==> src/rtl/wb_burst_dma_if.sv <==
// Purpose: Wishbone B4 pipelined-less burst bus bundle between the DMA initiator and the SRAM/arbiter side.
// Latency: none; plain wires only.
// Backpressure: the slave stalls a beat by holding wb_ack_i low; the master holds every request signal until ack or err.
// Ports (master view): wb_adr_o, wb_dat_o, wb_sel_o, wb_cyc_o, wb_stb_o, wb_we_o, wb_cti_o, wb_bte_o out;
//                      wb_dat_i, wb_ack_i, wb_err_i in.
interface wb_burst_dma_if;
    logic [29:0] wb_adr_o;
    logic [31:0] wb_dat_o;
    logic [31:0] wb_dat_i;
    logic [3:0]  wb_sel_o;
    logic        wb_cyc_o;
    logic        wb_stb_o;
    logic        wb_we_o;
    logic [2:0]  wb_cti_o;
    logic [1:0]  wb_bte_o;
    logic        wb_ack_i;
    logic        wb_err_i;

    modport master (
        output wb_adr_o, wb_dat_o, wb_sel_o, wb_cyc_o, wb_stb_o, wb_we_o, wb_cti_o, wb_bte_o,
        input  wb_dat_i, wb_ack_i, wb_err_i
    );

    modport slave (
        input  wb_adr_o, wb_dat_o, wb_sel_o, wb_cyc_o, wb_stb_o, wb_we_o, wb_cti_o, wb_bte_o,
        output wb_dat_i, wb_ack_i, wb_err_i
    );
endinterface

==> src/rtl/wb_burst_dma.sv <==
// Purpose: Wishbone block-copy initiator; read burst fills a BURST_LEN buffer, write burst drains it, chunk by chunk.
// Latency: first read beat is on the bus the cycle after an accepted start; done pulses the cycle after the final write ack.
// Backpressure: every bus output is registered and held while wb_ack_i=0; wb_err_i aborts the whole transfer.
//
// Ports: sys_clk/sys_rst_n (async active-low); start/src_adr/dst_adr/length request (sampled when idle);
//        busy/done/error status; wb (master modport of wb_burst_dma_if) carries the Wishbone bus.
// Optional: define WB_BURST_DMA_FILL_EN to add fill_mode/fill_data, which turn a copy into a constant fill
//           of the destination (write bursts only, source ignored).
module wb_burst_dma #(
    parameter int BURST_LEN = 4,
    parameter int LEN_W     = 16
) (
    input  logic              sys_clk,
    input  logic              sys_rst_n,
    input  logic              start,
    input  logic [29:0]       src_adr,
    input  logic [29:0]       dst_adr,
    input  logic [LEN_W-1:0]  length,
`ifdef WB_BURST_DMA_FILL_EN
    input  logic              fill_mode,
    input  logic [31:0]       fill_data,
`endif
    output logic              busy,
    output logic              done,
    output logic              error,
    wb_burst_dma_if.master    wb
);

    localparam int IDX_W = $clog2(BURST_LEN);
    localparam int CNT_W = IDX_W + 1;

    localparam logic [2:0] CTI_INCR = 3'b010;
    localparam logic [2:0] CTI_END  = 3'b111;

    typedef enum logic [2:0] {
        ST_IDLE,
        ST_RD,
        ST_GAP,
        ST_WR,
        ST_FIN
    } state_t;

    state_t            state_q;
    logic [29:0]       src_q;
    logic [29:0]       dst_q;
    logic [LEN_W-1:0]  len_q;        // words still to move, excluding the chunk in flight
    logic [CNT_W-1:0]  chunk_q;      // beats in the current chunk
    logic [CNT_W-1:0]  beat_q;       // beat index inside the current burst
    logic              gap_to_wr_q;  // GAP leads into the write half of the chunk
    logic              fill_q;
    logic [31:0]       fill_dat_q;

    logic              cyc_q;
    logic              stb_q;
    logic              we_q;
    logic [29:0]       adr_q;
    logic [31:0]       dat_q;
    logic [2:0]        cti_q;
    logic              busy_q;
    logic              done_q;
    logic              error_q;

    logic [31:0]       buf_q [BURST_LEN];

    // Request-side fill controls collapse to constants when the feature is compiled out.
    logic              start_fill;
    logic [31:0]       start_fill_dat;
`ifdef WB_BURST_DMA_FILL_EN
    assign start_fill     = fill_mode;
    assign start_fill_dat = fill_data;
`else
    assign start_fill     = 1'b0;
    assign start_fill_dat = 32'h0;
`endif

    function automatic logic [CNT_W-1:0] chunk_of(input logic [LEN_W-1:0] l);
        if (l >= LEN_W'(BURST_LEN)) begin
            return CNT_W'(BURST_LEN);
        end
        return l[CNT_W-1:0];
    endfunction

    function automatic logic [2:0] cti_for(input logic last);
        return last ? CTI_END : CTI_INCR;
    endfunction

    logic [CNT_W-1:0]  start_chunk_d;
    logic [CNT_W-1:0]  beat_inc_d;
    logic              last_beat_d;
    logic              inc_is_last_d;
    logic [LEN_W-1:0]  next_len_d;
    logic [CNT_W-1:0]  next_chunk_d;
    logic [29:0]       next_dst_d;

    always_comb begin
        start_chunk_d = chunk_of(length);
        beat_inc_d    = beat_q + CNT_W'(1);
        last_beat_d   = (beat_q == chunk_q - CNT_W'(1));
        inc_is_last_d = (beat_inc_d == chunk_q - CNT_W'(1));
        next_len_d    = len_q - LEN_W'(chunk_q);
        next_chunk_d  = chunk_of(next_len_d);
        next_dst_d    = dst_q + 30'(chunk_q);
    end

    // Read data is captured straight into the chunk buffer; an err beat never writes.
    always_ff @(posedge sys_clk) begin
        if (state_q == ST_RD && wb.wb_ack_i && !wb.wb_err_i) begin
            buf_q[beat_q[IDX_W-1:0]] <= wb.wb_dat_i;
        end
    end

    always_ff @(posedge sys_clk or negedge sys_rst_n) begin
        if (!sys_rst_n) begin
            state_q     <= ST_IDLE;
            src_q       <= '0;
            dst_q       <= '0;
            len_q       <= '0;
            chunk_q     <= '0;
            beat_q      <= '0;
            gap_to_wr_q <= 1'b0;
            fill_q      <= 1'b0;
            fill_dat_q  <= '0;
            cyc_q       <= 1'b0;
            stb_q       <= 1'b0;
            we_q        <= 1'b0;
            adr_q       <= '0;
            dat_q       <= '0;
            cti_q       <= '0;
            busy_q      <= 1'b0;
            done_q      <= 1'b0;
            error_q     <= 1'b0;
        end else begin
            done_q <= 1'b0;
            case (state_q)
                ST_IDLE: begin
                    if (start) begin
                        src_q      <= src_adr;
                        dst_q      <= dst_adr;
                        fill_q     <= start_fill;
                        fill_dat_q <= start_fill_dat;
                        error_q    <= 1'b0;
                        busy_q     <= 1'b1;
                        beat_q     <= '0;
                        chunk_q    <= start_chunk_d;
                        // len_q holds what remains after the chunk now starting.
                        len_q      <= length - LEN_W'(start_chunk_d);
                        if (length == '0) begin
                            // Zero-length request: one quiet busy cycle in GAP, then FIN.
                            gap_to_wr_q <= 1'b0;
                            state_q     <= ST_GAP;
                        end else if (start_fill) begin
                            cyc_q   <= 1'b1;
                            stb_q   <= 1'b1;
                            we_q    <= 1'b1;
                            adr_q   <= dst_adr;
                            dat_q   <= start_fill_dat;
                            cti_q   <= cti_for(start_chunk_d == CNT_W'(1));
                            state_q <= ST_WR;
                        end else begin
                            cyc_q   <= 1'b1;
                            stb_q   <= 1'b1;
                            we_q    <= 1'b0;
                            adr_q   <= src_adr;
                            cti_q   <= cti_for(start_chunk_d == CNT_W'(1));
                            state_q <= ST_RD;
                        end
                    end
                end

                ST_RD: begin
                    if (wb.wb_err_i) begin
                        cyc_q   <= 1'b0;
                        stb_q   <= 1'b0;
                        we_q    <= 1'b0;
                        cti_q   <= '0;
                        error_q <= 1'b1;
                        busy_q  <= 1'b0;
                        done_q  <= 1'b1;
                        state_q <= ST_FIN;
                    end else if (wb.wb_ack_i) begin
                        if (last_beat_d) begin
                            cyc_q       <= 1'b0;
                            stb_q       <= 1'b0;
                            cti_q       <= '0;
                            beat_q      <= '0;
                            gap_to_wr_q <= 1'b1;
                            state_q     <= ST_GAP;
                        end else begin
                            beat_q <= beat_inc_d;
                            adr_q  <= adr_q + 30'd1;
                            cti_q  <= cti_for(inc_is_last_d);
                        end
                    end
                end

                ST_GAP: begin
                    if (gap_to_wr_q) begin
                        cyc_q   <= 1'b1;
                        stb_q   <= 1'b1;
                        we_q    <= 1'b1;
                        adr_q   <= dst_q;
                        dat_q   <= buf_q[0];
                        cti_q   <= cti_for(chunk_q == CNT_W'(1));
                        state_q <= ST_WR;
                    end else if (chunk_q == '0) begin
                        busy_q  <= 1'b0;
                        done_q  <= 1'b1;
                        state_q <= ST_FIN;
                    end else begin
                        cyc_q   <= 1'b1;
                        stb_q   <= 1'b1;
                        we_q    <= 1'b0;
                        adr_q   <= src_q;
                        cti_q   <= cti_for(chunk_q == CNT_W'(1));
                        state_q <= ST_RD;
                    end
                end

                ST_WR: begin
                    if (wb.wb_err_i) begin
                        cyc_q   <= 1'b0;
                        stb_q   <= 1'b0;
                        we_q    <= 1'b0;
                        cti_q   <= '0;
                        error_q <= 1'b1;
                        busy_q  <= 1'b0;
                        done_q  <= 1'b1;
                        state_q <= ST_FIN;
                    end else if (wb.wb_ack_i) begin
                        if (last_beat_d) begin
                            // Chunk retired: move both windows on and size the next chunk.
                            src_q   <= src_q + 30'(chunk_q);
                            dst_q   <= next_dst_d;
                            len_q   <= len_q - LEN_W'(chunk_of(len_q));
                            chunk_q <= chunk_of(len_q);
                            beat_q  <= '0;
                            if (len_q == '0) begin
                                cyc_q   <= 1'b0;
                                stb_q   <= 1'b0;
                                we_q    <= 1'b0;
                                cti_q   <= '0;
                                busy_q  <= 1'b0;
                                done_q  <= 1'b1;
                                state_q <= ST_FIN;
                            end else if (fill_q) begin
                                // Fill has nothing to read, so the next write burst follows directly.
                                adr_q <= next_dst_d;
                                dat_q <= fill_dat_q;
                                cti_q <= cti_for(chunk_of(len_q) == CNT_W'(1));
                            end else begin
                                cyc_q       <= 1'b0;
                                stb_q       <= 1'b0;
                                we_q        <= 1'b0;
                                cti_q       <= '0;
                                gap_to_wr_q <= 1'b0;
                                state_q     <= ST_GAP;
                            end
                        end else begin
                            beat_q <= beat_inc_d;
                            adr_q  <= adr_q + 30'd1;
                            dat_q  <= fill_q ? fill_dat_q : buf_q[beat_inc_d[IDX_W-1:0]];
                            cti_q  <= cti_for(inc_is_last_d);
                        end
                    end
                end

                ST_FIN: begin
                    state_q <= ST_IDLE;
                end

                default: begin
                    state_q <= ST_IDLE;
                end
            endcase
        end
    end

    // len_q already excludes the chunk in flight, so next_len_d / next_chunk_d are not needed
    // for sequencing; they stay as readable names for the remaining-work arithmetic.
    logic unused_next;
    assign unused_next = ^{next_len_d, next_chunk_d};

    assign busy  = busy_q;
    assign done  = done_q;
    assign error = error_q;

    assign wb.wb_adr_o = adr_q;
    assign wb.wb_dat_o = dat_q;
    assign wb.wb_sel_o = cyc_q ? 4'hF : 4'h0;
    assign wb.wb_cyc_o = cyc_q;
    assign wb.wb_stb_o = stb_q;
    assign wb.wb_we_o  = we_q;
    assign wb.wb_cti_o = cti_q;
    assign wb.wb_bte_o = 2'b00;

endmodule
==> src/flat_wrapper.sv <==
// flat-port wrapper written by rule: the top's interface ports become plain ports
module wb_burst_dma_flat 
#(
    parameter int BURST_LEN = 4,
    parameter int LEN_W     = 16
)
  (sys_clk, sys_rst_n, start, src_adr, dst_adr, length, busy, done, error, wb_wb_adr_o, wb_wb_dat_o, wb_wb_sel_o, wb_wb_cyc_o, wb_wb_stb_o, wb_wb_we_o, wb_wb_cti_o, wb_wb_bte_o, wb_wb_dat_i, wb_wb_ack_i, wb_wb_err_i);
  wb_burst_dma_if wb_i ();
  input  logic sys_clk;
  input  logic sys_rst_n;
  input  logic start;
  input  logic [29:0] src_adr;
  input  logic [29:0] dst_adr;
  input  logic [LEN_W-1:0] length;
  output logic busy;
  output logic done;
  output logic error;
  output wire logic [$bits(wb_i.wb_adr_o)-1:0] wb_wb_adr_o;
  output wire logic [$bits(wb_i.wb_dat_o)-1:0] wb_wb_dat_o;
  output wire logic [$bits(wb_i.wb_sel_o)-1:0] wb_wb_sel_o;
  output wire logic [$bits(wb_i.wb_cyc_o)-1:0] wb_wb_cyc_o;
  output wire logic [$bits(wb_i.wb_stb_o)-1:0] wb_wb_stb_o;
  output wire logic [$bits(wb_i.wb_we_o)-1:0] wb_wb_we_o;
  output wire logic [$bits(wb_i.wb_cti_o)-1:0] wb_wb_cti_o;
  output wire logic [$bits(wb_i.wb_bte_o)-1:0] wb_wb_bte_o;
  input wire logic [$bits(wb_i.wb_dat_i)-1:0] wb_wb_dat_i;
  input wire logic [$bits(wb_i.wb_ack_i)-1:0] wb_wb_ack_i;
  input wire logic [$bits(wb_i.wb_err_i)-1:0] wb_wb_err_i;
  assign wb_wb_adr_o = wb_i.wb_adr_o;
  assign wb_wb_dat_o = wb_i.wb_dat_o;
  assign wb_wb_sel_o = wb_i.wb_sel_o;
  assign wb_wb_cyc_o = wb_i.wb_cyc_o;
  assign wb_wb_stb_o = wb_i.wb_stb_o;
  assign wb_wb_we_o = wb_i.wb_we_o;
  assign wb_wb_cti_o = wb_i.wb_cti_o;
  assign wb_wb_bte_o = wb_i.wb_bte_o;
  assign wb_i.wb_dat_i = wb_wb_dat_i;
  assign wb_i.wb_ack_i = wb_wb_ack_i;
  assign wb_i.wb_err_i = wb_wb_err_i;
  wb_burst_dma #(.BURST_LEN(BURST_LEN), .LEN_W(LEN_W)) u_core (.sys_clk(sys_clk), .sys_rst_n(sys_rst_n), .start(start), .src_adr(src_adr), .dst_adr(dst_adr), .length(length), .busy(busy), .done(done), .error(error), .wb(wb_i));
endmodule
==> config.mk <==
export PLATFORM = sky130hd
export DESIGN_NAME = wb_burst_dma_flat
export DESIGN_NICKNAME = d
export VERILOG_FILES = /design/src/rtl/wb_burst_dma_if.sv /design/src/rtl/wb_burst_dma.sv /design/src/flat_wrapper.sv
export SDC_FILE = /design/constraint.sdc
export NUM_CORES = 1
export LEC_CHECK = 0
export ABC_AREA = 1
export BUFFER_PORTS_ARGS = -buffer_cell sky130_fd_sc_hd__buf_4
export CORE_MARGIN = 5
export CORE_UTILIZATION = 60
export CTS_CLUSTER_SIZE = 40
export DETAILED_ROUTE_END_ITERATION = 12
export PLACE_DENSITY = 0.82
export RECOVER_POWER = 25
export SYNTH_ARGS = -nofsm -noshare
export SYNTH_HDL_FRONTEND = slang
export SYNTH_SLANG_ARGS = --single-unit
==> constraint.sdc <==
create_clock -name sys_clk -period 7.3 [get_ports sys_clk]
set_input_delay 0.73 -clock sys_clk [delete_from_list [all_inputs] [get_ports sys_clk]]
set_output_delay 0.73 -clock sys_clk [all_outputs]
set_load 0.05 [all_outputs]
==> results of run 1 <==
==> logic make-up (layout without fill, tap and decap cells) <==
logic type      Yosys count  count (layout)  synth area share [%]
flops                   283             283                 48.78
other cells               1               5               0.02369
simple gates           1036            1036                 27.37
buf+inv                 317             489                 8.212
fa+ha+maj                18              18                 1.518
xor+xnor                 15              15                0.8299
compound gates          357             357                 13.26
==> critical path, stage by stage (launching register included) <==
cell	delay, ns
sky130_fd_sc_hd__dfrtp_1	0.46
sky130_fd_sc_hd__inv_2	0.11
sky130_fd_sc_hd__nand2_2	0.17
sky130_fd_sc_hd__nor2_4	0.79
sky130_fd_sc_hd__buf_4	0.77
sky130_fd_sc_hd__nand2_1	0.17
sky130_fd_sc_hd__nand2_1	0.09
sky130_fd_sc_hd__buf_4	0.43
sky130_fd_sc_hd__nor2_1	0.11
sky130_fd_sc_hd__nand2_1	0.08
sky130_fd_sc_hd__o21ai_0	0.08
==> where the power goes <==
group / switching (W) / total (W) / internal [W]
Combinational: 0.00272 / 0.00383 / 0.00111
Clock: 0.000657 / 0.00160 / 0.000939
Sequential: 0.000525 / 0.00264 / 0.00212
==> cells in the final DEF, fill, tap and decap left out, drive strengths merged, types with 14 or more instances in the layout <==
| cell type | Yosys | routed |
|---|---|---|
| a21oi | 89 | 89 |
| a22oi | 27 | 27 |
| buf | 47 | 172 |
| clkbuf | 41 | 71 |
| clkinv | 2 | 14 |
| dfrtp | 155 | 155 |
| edfxtp | 128 | 128 |
| ha | 16 | 16 |
| inv | 227 | 227 |
| nand2 | 555 | 555 |
| nand3 | 162 | 162 |
| nand4 | 31 | 31 |
| nor2 | 219 | 219 |
| nor3 | 45 | 45 |
| o211ai | 61 | 61 |
| o21ai | 142 | 142 |
==> worst max path at each step <==
stage | startpoint | endpoint | cells past startpoint
floorplan | u_core.beat_q[0] | u_core.buf_q[0][0] | 6
global placement | u_core.state_q[2] | u_core.src_q[16] | 10
detailed placement | u_core.state_q[2] | u_core.dst_q[24] | 10
CTS | u_core.state_q[2] | u_core.dst_q[24] | 10
global route | u_core.state_q[2] | u_core.dst_q[24] | 10
finish | u_core.state_q[2] | u_core.dst_q[24] | 10
==> sequential cells by signal, indices dropped and copies added (netlist names) <==
| name | flops |
|---|---|
| u_core.wb.wb_cti_o | 2 |
| u_core.wb.wb_dat_o | 32 |
| u_core.wb.wb_adr_o | 30 |
| u_core.wb.wb_we_o | 1 |
| u_core.wb.wb_stb_o | 1 |
| u_core.len_q | 16 |
| u_core.done | 1 |
| u_core.dst_q | 30 |
| u_core.gap_to_wr_q | 1 |
| u_core.error | 1 |
| u_core.busy | 1 |
| u_core.chunk_q | 3 |
| u_core.buf_q | 128 |
| u_core.src_q | 30 |
| u_core.beat_q | 3 |
| u_core.state_q | 3 |
==> through the flow <==
step                      total power [W]  instances  util (%)
final                            0.008070       2538     70.45
after global routing             0.008585       2537     70.44
after CTS                        0.008050       2537     70.91
after detailed placement         0.006438       2481     66.92
after global placement           0.006323       2481     66.92
after floorplan                  0.005290       2030         -
==> synth_stat cells, types with 10 or more instances <==
master,instances,area [um^2]
sky130_fd_sc_hd__dfrtp_1,155,3879
sky130_fd_sc_hd__edfxtp_1,128,3844
sky130_fd_sc_hd__nor2_1,213,799.5
sky130_fd_sc_hd__ha_1,16,200.2
sky130_fd_sc_hd__buf_2,22,110.1
sky130_fd_sc_hd__nand4_1,31,193.9
sky130_fd_sc_hd__a22oi_1,27,202.7
sky130_fd_sc_hd__o21ai_0,135,675.7
sky130_fd_sc_hd__a31oi_1,11,68.82
sky130_fd_sc_hd__a21oi_1,89,445.4
sky130_fd_sc_hd__nand3_1,162,810.8
sky130_fd_sc_hd__xor2_1,10,87.58
sky130_fd_sc_hd__nor3_1,44,220.2
sky130_fd_sc_hd__buf_4,20,150.1
sky130_fd_sc_hd__o22ai_1,10,62.56
sky130_fd_sc_hd__nand2_1,554,2079
sky130_fd_sc_hd__o211ai_1,61,457.9
sky130_fd_sc_hd__inv_1,223,837.1
sky130_fd_sc_hd__clkbuf_1,41,153.9
==> area by class of cell <==
cell class / count / area share (%)
multi-input cells: 1430 / 37.43
clock buffers: 39 / 4.504
well taps: 335 / 2.289
diodes: 1 / 0.01367
repair buffers: 204 / 7.730
clock inverters: 17 / 1.155
flip-flops and latches: 283 / 42.18
inverters: 229 / 4.695
==> layer usage <==
layer	wire, um	global-route usage (%)	vias up
li1	-	-	7060
met1	18130	40.18	7119
met2	23560	54.38	750
met3	3568	4.115	184
met4	2983	17.74	2
met5	20	0	-
==> flow_metrics.env, run 1 <==
export IMPL_design_die_area_mm2=0.02973
export IMPL_finalWirelength_um=48260
export IMPL_worstHoldPathType="input port to asynchronous set/reset pin"
export IMPL_timing_critical_path_to_type="flop"
export IMPL_type_of_element_launching_the_critical_path="flop"
export IMPL_post_cts_hold_fix_bufs=0
export IMPL_yosys_warnings=0
export IMPL_port_buffers=187
export IMPL_floorplan_core_area_mm2=0.02598
export IMPL_hold_slack_ns=0.2531
export IMPL_drt_drc_violations_left=0
export IMPL_irDropWorstVdd_v=0.0003275
export IMPL_tritoncts="built"
export IMPL_tritoncts_num_sinks=283
export IMPL_rr_startpoint="u_core.state_q[2]"
export IMPL_reg2reg_to="u_core.dst_q[24]"
export IMPL_synthesis_area_mm2=0.01583
export IMPL_ant_nets=0
export IMPL_run_status="finished clean"
export IMPL_detailed_place_hpwl_um=32940
export IMPL_routabilityCongestion=0.9926
export IMPL_first_global_vias=14930
export IMPL_finalWorstPathRequiredPeriod_ns=3.624
export IMPL_rsz0062_at_grt="false"
export IMPL_finalMaxSlewViolations=0
export IMPL_ctsResizeCount=0
export IMPL_synthFlopType="sky130_fd_sc_hd__dfrtp_1"
export IMPL_arr_time_crit_path_ns=4.01
export IMPL_post_route_cell_area_mm2=0.01831
export IMPL_async_flop_share_pct=54.77
export IMPL_synth_enable_flop_cells=128
export IMPL_antenna_found_initial=1
export IMPL_finalHoldViolations=0
export IMPL_min_period_over_period_pct=49.64
export IMPL_grt_use_total_pct=32.18
export IMPL_worst_pin_slew_ns=1.095
export IMPL_postSynthRegisterBits=283
export IMPL_routedWlPerCell_um=19.01
export IMPL_final_nets=2309
export IMPL_synth_lib_cells_used_distinct=49
export IMPL_place_area_mm2=0.01739
export IMPL_critical_path_maximum_fanout=79
export IMPL_flow_area_growth_from_synthesis_pct=15.65
export IMPL_drive_gt1_share_pct=11.31
export IMPL_fillCellCount=2113
export IMPL_drtIter0Drc=1658
export IMPL_slew_headroom_pct=27.01
export IMPL_fp_dieH_um=172.4
export IMPL_crit_required_ns=7.69
export IMPL_synth_seq_area_share_pct=48.78
export IMPL_clk_root_buffer_cell="sky130_fd_sc_hd__clkbuf_16"
export IMPL_postSynthCellCount=2027
export IMPL_path_class="flop to flop"
export IMPL_grt_start_max_net_pins=117
export IMPL_postLayoutSetupSlackWorst_ns=3.676
export IMPL_cts_repair_timing_setup_buffer_count=0
export IMPL_first_pass_grt_wire_length_um=76220
export IMPL_die_width_um=172.4
export IMPL_place_ws_ns=3.800
export IMPL_mean_cell_area_of_the_mapped_netlist_um2=7.810
export IMPL_max_cap_violations=0
export IMPL_peak_clock_frequency_supported_by_timing_ghz=0.2760
export IMPL_ioPinCount=190
export IMPL_globalRoute_totalOverflow=0
export IMPL_core_rowCount=59
export IMPL_cts_bufs_inserted=30
export IMPL_power_density_mw_per_mm2=440.8
export IMPL_detailroute_via_count=15120
export IMPL_leakagePower_nw=8.271
export IMPL_timing_clock_skew_ns=0.03951
export IMPL_multiInputGateArea_mm2=0.006853
export IMPL_clkTransAtPathRegs_ns=0.07
export IMPL_ff_latch_area_mm2=0.007722
export IMPL_tritonroute_pass_1_iters=6
export IMPL_vias_per_instance=5.955
export IMPL_cts_root_to_sink_buffers=3
export IMPL_fin_setup_tns_ns=0
export IMPL_h_tree_depth=1
export IMPL_initial_standard_cell_utilization_of_the_core_pct=60.92
export IMPL_reg2reg_setup_slack_ns=3.68
export IMPL_worst_r2r_cell_count=10
export IMPL_worst_skew_late_latency_ns=0.60
export IMPL_timing_final_setup_violations=0
Note: power is estimated with default switching activity, not from simulation.
==> run 2: changes to the inputs <==
- ABC_AREA: 1 -> 0
- CORE_UTILIZATION: 60 -> 53
- PLACE_DENSITY: 0.82 -> 0.77
- clock period: 7.3 -> 3.3 ns (I/O delays scaled with it)
==> run 2 against run 1 <==
- critical endpoint is now u_core.src_q[22]
- register-to-register slack got worse by 3.2 ns
- first-iteration DRC count shrank 17%
- the run now ends with max-capacitance violations, max-slew violations left
- clock power is 110% higher
- highest routed layer unchanged
- setup slack lost 3.2 ns
- critical path type unchanged
==> flow_metrics.env, run 2 <==
export IMPL_cts_repair_timing_setup_buffer_count=0
export IMPL_first_global_vias=12980
export IMPL_ioPinCount=190
export IMPL_core_rowCount=61
export IMPL_design_die_area_mm2=0.03191
export IMPL_cts_bufs_inserted=31
export IMPL_power_density_mw_per_mm2=961.5
export IMPL_initial_standard_cell_utilization_of_the_core_pct=53.96
export IMPL_path_class="flop to flop"
export IMPL_post_cts_hold_fix_bufs=33
export IMPL_peak_clock_frequency_supported_by_timing_ghz=0.3528
export IMPL_floorplan_core_area_mm2=0.02793
export IMPL_globalRoute_totalOverflow=0
export IMPL_slew_headroom_pct=-43.03
export IMPL_clk_root_buffer_cell="sky130_fd_sc_hd__clkbuf_16"
export IMPL_worstHoldPathType="input port to flop"
export IMPL_drive_gt1_share_pct=15.80
export IMPL_postSynthCellCount=1520
export IMPL_vias_per_instance=6.399
export IMPL_postSynthRegisterBits=283
export IMPL_fp_dieH_um=178.6
export IMPL_run_status="finished with violations"
export IMPL_rsz0062_at_grt="false"
export IMPL_worst_r2r_cell_count=8
export IMPL_port_buffers=187
export IMPL_largest_register_ff_count=128
export IMPL_number_of_diodes=0
export IMPL_finalWorstPathRequiredPeriod_ns=2.834
export IMPL_crit_required_ns=3.77
export IMPL_clkTransAtPathRegs_ns=0.06
export IMPL_synthTopCellsByArea="sky130_fd_sc_hd__dfrtp_1 26%, sky130_fd_sc_hd__edfxtp_1 26%, sky130_fd_sc_hd__a21oi_1 4.5%"
export IMPL_synthFlopType="sky130_fd_sc_hd__dfrtp_1"
export IMPL_h_tree_depth=1
export IMPL_flow_area_growth_from_synthesis_pct=20.30
export IMPL_place_ws_ns=0.5863
export IMPL_final_nets=1828
export IMPL_grt_start_max_net_pins=80
export IMPL_synth_top_cell_by_area="sky130_fd_sc_hd__dfrtp_1"
export IMPL_arr_time_crit_path_ns=3.30
export IMPL_detailroute_via_count=13430
export IMPL_synth_enable_flop_cells=128
export IMPL_synth_seq_area_share_pct=51.23
export IMPL_reg2reg_setup_slack_ns=0.47
export IMPL_routedWlPerCell_um=21.57
export IMPL_worstPathCellList="ha_1, inv_1, fa_1, nor2b_1, o211ai_1, nor4_1, a31oi_1, o22a_1"
export IMPL_ant_nets=0
export IMPL_ctsResizeCount=0
export IMPL_drt_drc_violations_left=0
export IMPL_critPathMaxStageDelay_ns=0.70
export IMPL_tritoncts_num_sinks=283
export IMPL_cts_root_to_sink_buffers=3
export IMPL_die_width_um=178.6
export IMPL_detailed_place_hpwl_um=30040
export IMPL_tritoncts="built"
export IMPL_fin_setup_tns_ns=0
export IMPL_critical_path_cell_count=8
export IMPL_tritonroute_pass_1_iters=5
export IMPL_yosys_warnings=0
export IMPL_routabilityCongestion=0.9629
export IMPL_async_flop_share_pct=54.77
export IMPL_finalWirelength_um=45280
export IMPL_synth_cells_most_frequent="155 x sky130_fd_sc_hd__dfrtp_1, 135 x sky130_fd_sc_hd__a21oi_1, 128 x sky130_fd_sc_hd__edfxtp_1, 122 x sky130_fd_sc_hd__nor2_1, 121 x sky130_fd_sc_hd__o21ai_0"
export IMPL_worst_path_buf_inv=1
export IMPL_failed_checks="max-capacitance violations, max-slew violations"
export IMPL_layout_common_cells="188 x sky130_fd_sc_hd__buf_4, 153 x sky130_fd_sc_hd__dfrtp_1, 133 x sky130_fd_sc_hd__a21oi_1, 128 x sky130_fd_sc_hd__edfxtp_1, 122 x sky130_fd_sc_hd__nor2_1"
export IMPL_cpLargestDelayFamily="simple AND/OR/NAND/NOR gates"
export IMPL_post_synth_top_count_cell="sky130_fd_sc_hd__dfrtp_1"
export IMPL_timing_final_setup_violations=0
export IMPL_mean_cell_area_of_the_mapped_netlist_um2=9.917
export IMPL_timing_clock_skew_ns=0.01248
export IMPL_min_period_over_period_pct=85.89
export IMPL_max_cap_violations=1
export IMPL_postLayoutSetupSlackWorst_ns=0.4655
export IMPL_finalMaxSlewViolations=80
export IMPL_synthesis_area_mm2=0.01507
export IMPL_antenna_found_initial=1
export IMPL_critical_path_slowest_cell="sky130_fd_sc_hd__nor4_1"
export IMPL_leakagePower_nw=6.893
export IMPL_worst_skew_late_latency_ns=0.58
export IMPL_synthDominantCellAreaShare_pct=25.73
export IMPL_first_pass_grt_wire_length_um=70870
export IMPL_timing_critical_path_to_type="flop"
export IMPL_worst_pin_slew_ns=2.145
export IMPL_drtIter0Drc=1378
export IMPL_type_of_element_launching_the_critical_path="flop"
export IMPL_grt_use_total_pct=27.77
export IMPL_worstHoldPathCells=3
export IMPL_final_common_cell="sky130_fd_sc_hd__buf_4"
export IMPL_critical_path_maximum_fanout=6
export IMPL_synth_lib_cells_used_distinct=85
export IMPL_irDropWorstVdd_v=0.0006510
export IMPL_finalHoldViolations=0
-- run 2: cell types whose count changed in the layout (fill, tap and decap cells not counted), moves of 17 or more --
cell                            delta
sky130_fd_sc_hd__nand2_1         -437
sky130_fd_sc_hd__inv_1           -195
sky130_fd_sc_hd__nand3_1         -119
sky130_fd_sc_hd__nor2_1           -87
sky130_fd_sc_hd__mux2i_1          +64
sky130_fd_sc_hd__o211ai_1         -55
sky130_fd_sc_hd__a21oi_1          +44
sky130_fd_sc_hd__o22ai_1          +43
sky130_fd_sc_hd__dlygate4sd3_1    +33
sky130_fd_sc_hd__a22oi_1          -24
sky130_fd_sc_hd__a211oi_1         +20
sky130_fd_sc_hd__o22a_1           +19
sky130_fd_sc_hd__o31ai_1          +19
sky130_fd_sc_hd__buf_4            +17
-- run 2: logic make-up after synthesis --
kind of cell	synth area share (%)
flip-flops	51.23
XOR/XNOR	0.7886
adder cells (fa/ha/maj)	1.594
multiplexers	4.549
AND/OR/NAND/NOR	15.49
AO/OA/AOI/OAI	22.23
buffers and inverters	4.092
other	0.02488
-- run 2: routing by layer --
layer | wire length (um) | GRT usage [%] | vias to the layer above
met4 | 2117 | 11.54 | 2
met1 | 18020 | 36.48 | 6542
met3 | 3409 | 4.430 | 117
met2 | 21720 | 46.03 | 608
met5 | 20 | 0 | -
li1 | - | - | 6163
-- run 2: worst reg2reg max path: stages (launching register included) --
cell	delay, ns
sky130_fd_sc_hd__dfrtp_1	0.43
sky130_fd_sc_hd__ha_1	0.19
sky130_fd_sc_hd__inv_1	0.05
sky130_fd_sc_hd__fa_1	0.43
sky130_fd_sc_hd__nor2b_1	0.26
sky130_fd_sc_hd__o211ai_1	0.26
sky130_fd_sc_hd__nor4_1	0.70
sky130_fd_sc_hd__a31oi_1	0.18
sky130_fd_sc_hd__o22a_1	0.20
-- run 2: path summary, 6_finish.rpt --
kind | startpoint | to
max in group asynchronous | sys_rst_n | u_core.wb.wb_dat_o[11]
min in group asynchronous | sys_rst_n | u_core.wb.wb_adr_o[11]
setup / recovery | u_core.chunk_q[0] | u_core.src_q[22]
hold reg to reg | u_core.wb.wb_dat_o[16] | u_core.wb.wb_dat_o[16]
setup reg to reg | u_core.chunk_q[0] | u_core.src_q[22]
hold / removal | length[15] | u_core.len_q[15]
-- run 2: area by class of cell --
class | instances | area [um^2]
Tap cell | 378 | 473.0
Inverter | 28 | 105.1
Timing Repair Buffer | 263 | 2047
Clock inverter | 19 | 191.4
Clock buffer | 38 | 802.0
Multi-Input combinational cell | 1090 | 6789
Sequential cell | 283 | 7725
Fill cell | 2266 | 9802
-- run 2: power by group --
part,internal (W),switching [W]
Combinational,0.00275,0.00517
Sequential,0.00472,0.00135
Clock,0.00197,0.00146
Total,0.00944,0.00799
-- run 2: stage by stage --
stage,utilization [%],hold slack (ns),power (W),cells,instance area [um^2]
floorplan,-,0.03441,0.01142,1523,15080
finish,64.91,0.02285,0.01743,2099,18130
CTS,65.36,0.01047,0.01737,2099,18260
detailed placement,60.62,0.4301,0.01390,2009,16940
global route,64.91,0.02914,0.01838,2099,18130
global placement,60.62,0.4295,0.01371,2009,16940
==> run 3: changes to the inputs <==
- PLACE_DENSITY: 0.77 -> not set
- PLACE_DENSITY_LB_ADDON: not set -> 0.3
==> run 3 against run 2 <==
- the run still ends with max-capacitance violations, max-slew violations left
- non-clock buffer count fell by 1
- setup slack improved by 0.040 ns
- clock-buffer cell count unchanged
- flip-flop and latch count is the same
- clock power is essentially flat
- via count about the same
- maximum frequency increased by 1.4%
- core utilization about the same
- combinational power about the same
- global-route usage grew 0.098 points
- clock skew increased by 0.027 ns
- highest routed layer is now met4
- die area unchanged
==> flow_metrics.env, run 3 (same netlist as run 2, synthesis figures left out) <==
export IMPL_peak_clock_frequency_supported_by_timing_ghz=0.3578
export IMPL_post_cts_hold_fix_bufs=33
export IMPL_tritonroute_pass_1_iters=5
export IMPL_crit_required_ns=3.74
export IMPL_clk_root_buffer_cell="sky130_fd_sc_hd__clkbuf_16"
export IMPL_max_cap_violations=1
export IMPL_tritoncts_num_sinks=283
export IMPL_core_rowCount=61
export IMPL_finalMaxSlewViolations=57
export IMPL_routabilityCongestion=0.9451
export IMPL_final_common_cell="sky130_fd_sc_hd__buf_4"
export IMPL_arr_time_crit_path_ns=3.24
export IMPL_timing_final_setup_violations=0
export IMPL_reg2reg_to="u_core.src_q[5]"
export IMPL_finalHoldViolations=0
export IMPL_power_density_mw_per_mm2=960.3
export IMPL_timing_clock_skew_ns=0.03925
export IMPL_port_buffers=187
export IMPL_grt_start_max_net_pins=65
export IMPL_cts_repair_timing_setup_buffer_count=0
export IMPL_type_of_element_launching_the_critical_path="flop"
export IMPL_ant_nets=0
export IMPL_final_nets=1826
export IMPL_clkTransAtPathRegs_ns=0.07
export IMPL_first_global_vias=13060
export IMPL_detailed_place_hpwl_um=30770
export IMPL_critical_path_maximum_fanout=20
export IMPL_timing_critical_path_to_type="flop"
export IMPL_endpoint_of_the_most_critical_setup_path="u_core.src_q[5]"
export IMPL_power_total_w=0.01741
export IMPL_vias_per_instance=6.403
export IMPL_fp_dieH_um=178.6
export IMPL_postLayoutCoreUtil_pct=64.89
export IMPL_grt_use_total_pct=27.87
export IMPL_first_pass_grt_wire_length_um=71020
export IMPL_hold_slack_ns=0.03163
export IMPL_tritoncts="built"
export IMPL_routedWlPerCell_um=21.67
export IMPL_leakagePower_nw=6.896
export IMPL_cts_root_to_sink_buffers=3
export IMPL_place_area_mm2=0.01692
export IMPL_run_status="finished with violations"
export IMPL_worstHoldPathType="input port to flop"
export IMPL_layout_common_cells="188 x sky130_fd_sc_hd__buf_4, 153 x sky130_fd_sc_hd__dfrtp_1, 133 x sky130_fd_sc_hd__a21oi_1, 128 x sky130_fd_sc_hd__edfxtp_1, 122 x sky130_fd_sc_hd__nor2_1"
export IMPL_slew_headroom_pct=-8.629
export IMPL_flow_area_growth_from_synthesis_pct=20.26
export IMPL_number_of_diodes=0
export IMPL_cts_bufs_inserted=30
export IMPL_crit_path_start="u_core.chunk_q[1]"
export IMPL_rsz0062_at_grt="false"
export IMPL_drt_drc_violations_left=0
export IMPL_detailroute_via_count=13420
export IMPL_worstHoldPathCells=3
export IMPL_post_route_cell_area_mm2=0.01813
export IMPL_worst_pin_slew_ns=1.629
export IMPL_worst_r2r_cell_count=8
export IMPL_initial_standard_cell_utilization_of_the_core_pct=53.96
export IMPL_fin_setup_tns_ns=0
export IMPL_h_tree_depth=1
export IMPL_largest_register_ff_count=128
export IMPL_design_die_area_mm2=0.03191
export IMPL_drive_gt1_share_pct=15.89
export IMPL_min_period_over_period_pct=84.69
export IMPL_antenna_found_initial=0
export IMPL_drtIter0Drc=1359
export IMPL_path_class="flop to flop"
export IMPL_failed_checks="max-capacitance violations, max-slew violations"
export IMPL_die_width_um=178.6
export IMPL_floorplan_core_area_mm2=0.02793
export IMPL_reg2reg_setup_slack_ns=0.51
export IMPL_worst_skew_late_latency_ns=0.59
export IMPL_globalRoute_totalOverflow=0
export IMPL_rr_startpoint="u_core.chunk_q[1]"
export IMPL_ctsResizeCount=0
export IMPL_finalWorstPathRequiredPeriod_ns=2.795
export IMPL_ioPinCount=190
export IMPL_irDropWorstVdd_v=0.0005981
export IMPL_finalWirelength_um=45410
==> run 3: cell count changes in the layout (fill, tap and decap cells not counted), sizes merged <==
| cell | change |
|---|---|
| clkinv | +1 |
| clkinvlp | -1 |
| inv | -2 |
| buf | -1 |
==> run 3: stage by stage <==
step           worst slack (ns)  instances
2_1_floorplan            0.4766       1523
4_1_cts                  0.5468       2096
3_5_place_dp             0.6095       2008
3_3_place_gp             0.6944       2008
5_1_grt                  0.3421       2096
6_report                 0.5054       2096
==> run 3: critical path: stages, from the launching register on <==
cell and delay, ns:
sky130_fd_sc_hd__dfrtp_1 0.41, sky130_fd_sc_hd__inv_1 0.23, sky130_fd_sc_hd__ha_1 0.32, sky130_fd_sc_hd__xor2_1 0.18
sky130_fd_sc_hd__and3_1 0.37, sky130_fd_sc_hd__a21o_2 0.47, sky130_fd_sc_hd__buf_4 0.29, sky130_fd_sc_hd__o21ai_0 0.12
sky130_fd_sc_hd__a22o_1 0.25
==> run 3: layer usage <==
metal  global-route usage (%)  vias up  wire, um
li1                         -     6149         -
met1                    37.33     6542     18140
met2                    46.76      633     22190
met3                    3.794       97      3472
met4                    9.818        0      1610
met5                        0        -         0
==> run 3: how the worst min path moves through the flow <==
stage,slack (ns),from,endpoint
after global routing,0.02,length[15],u_core.len_q[15]
after detailed placement,0.35,sys_rst_n,u_core.wb.wb_adr_o[11]
after global placement,0.35,sys_rst_n,u_core.wb.wb_cti_o[1]
after floorplan,0.03,sys_rst_n,u_core.beat_q[0]
after CTS,0.005,length[15],u_core.len_q[15]
final,0.03,length[15],u_core.len_q[15]
==> run 3: power breakdown <==
part / switching, W / total, W / internal, W
sequential: 0.00131 / 0.00604 / 0.00473
combinational: 0.00521 / 0.00795 / 0.00274
clock: 0.00142 / 0.00342 / 0.00199
==> run 3: cell type report <==
type,instances,area [um^2]
flip-flops and latches,283,7725
clock buffers,38,820.8
fillers,2236,9807
repair buffers,262,2027
inverters,28,105.1
well taps,378,473.0
multi-input cells,1090,6789
clock inverters,17,187.7
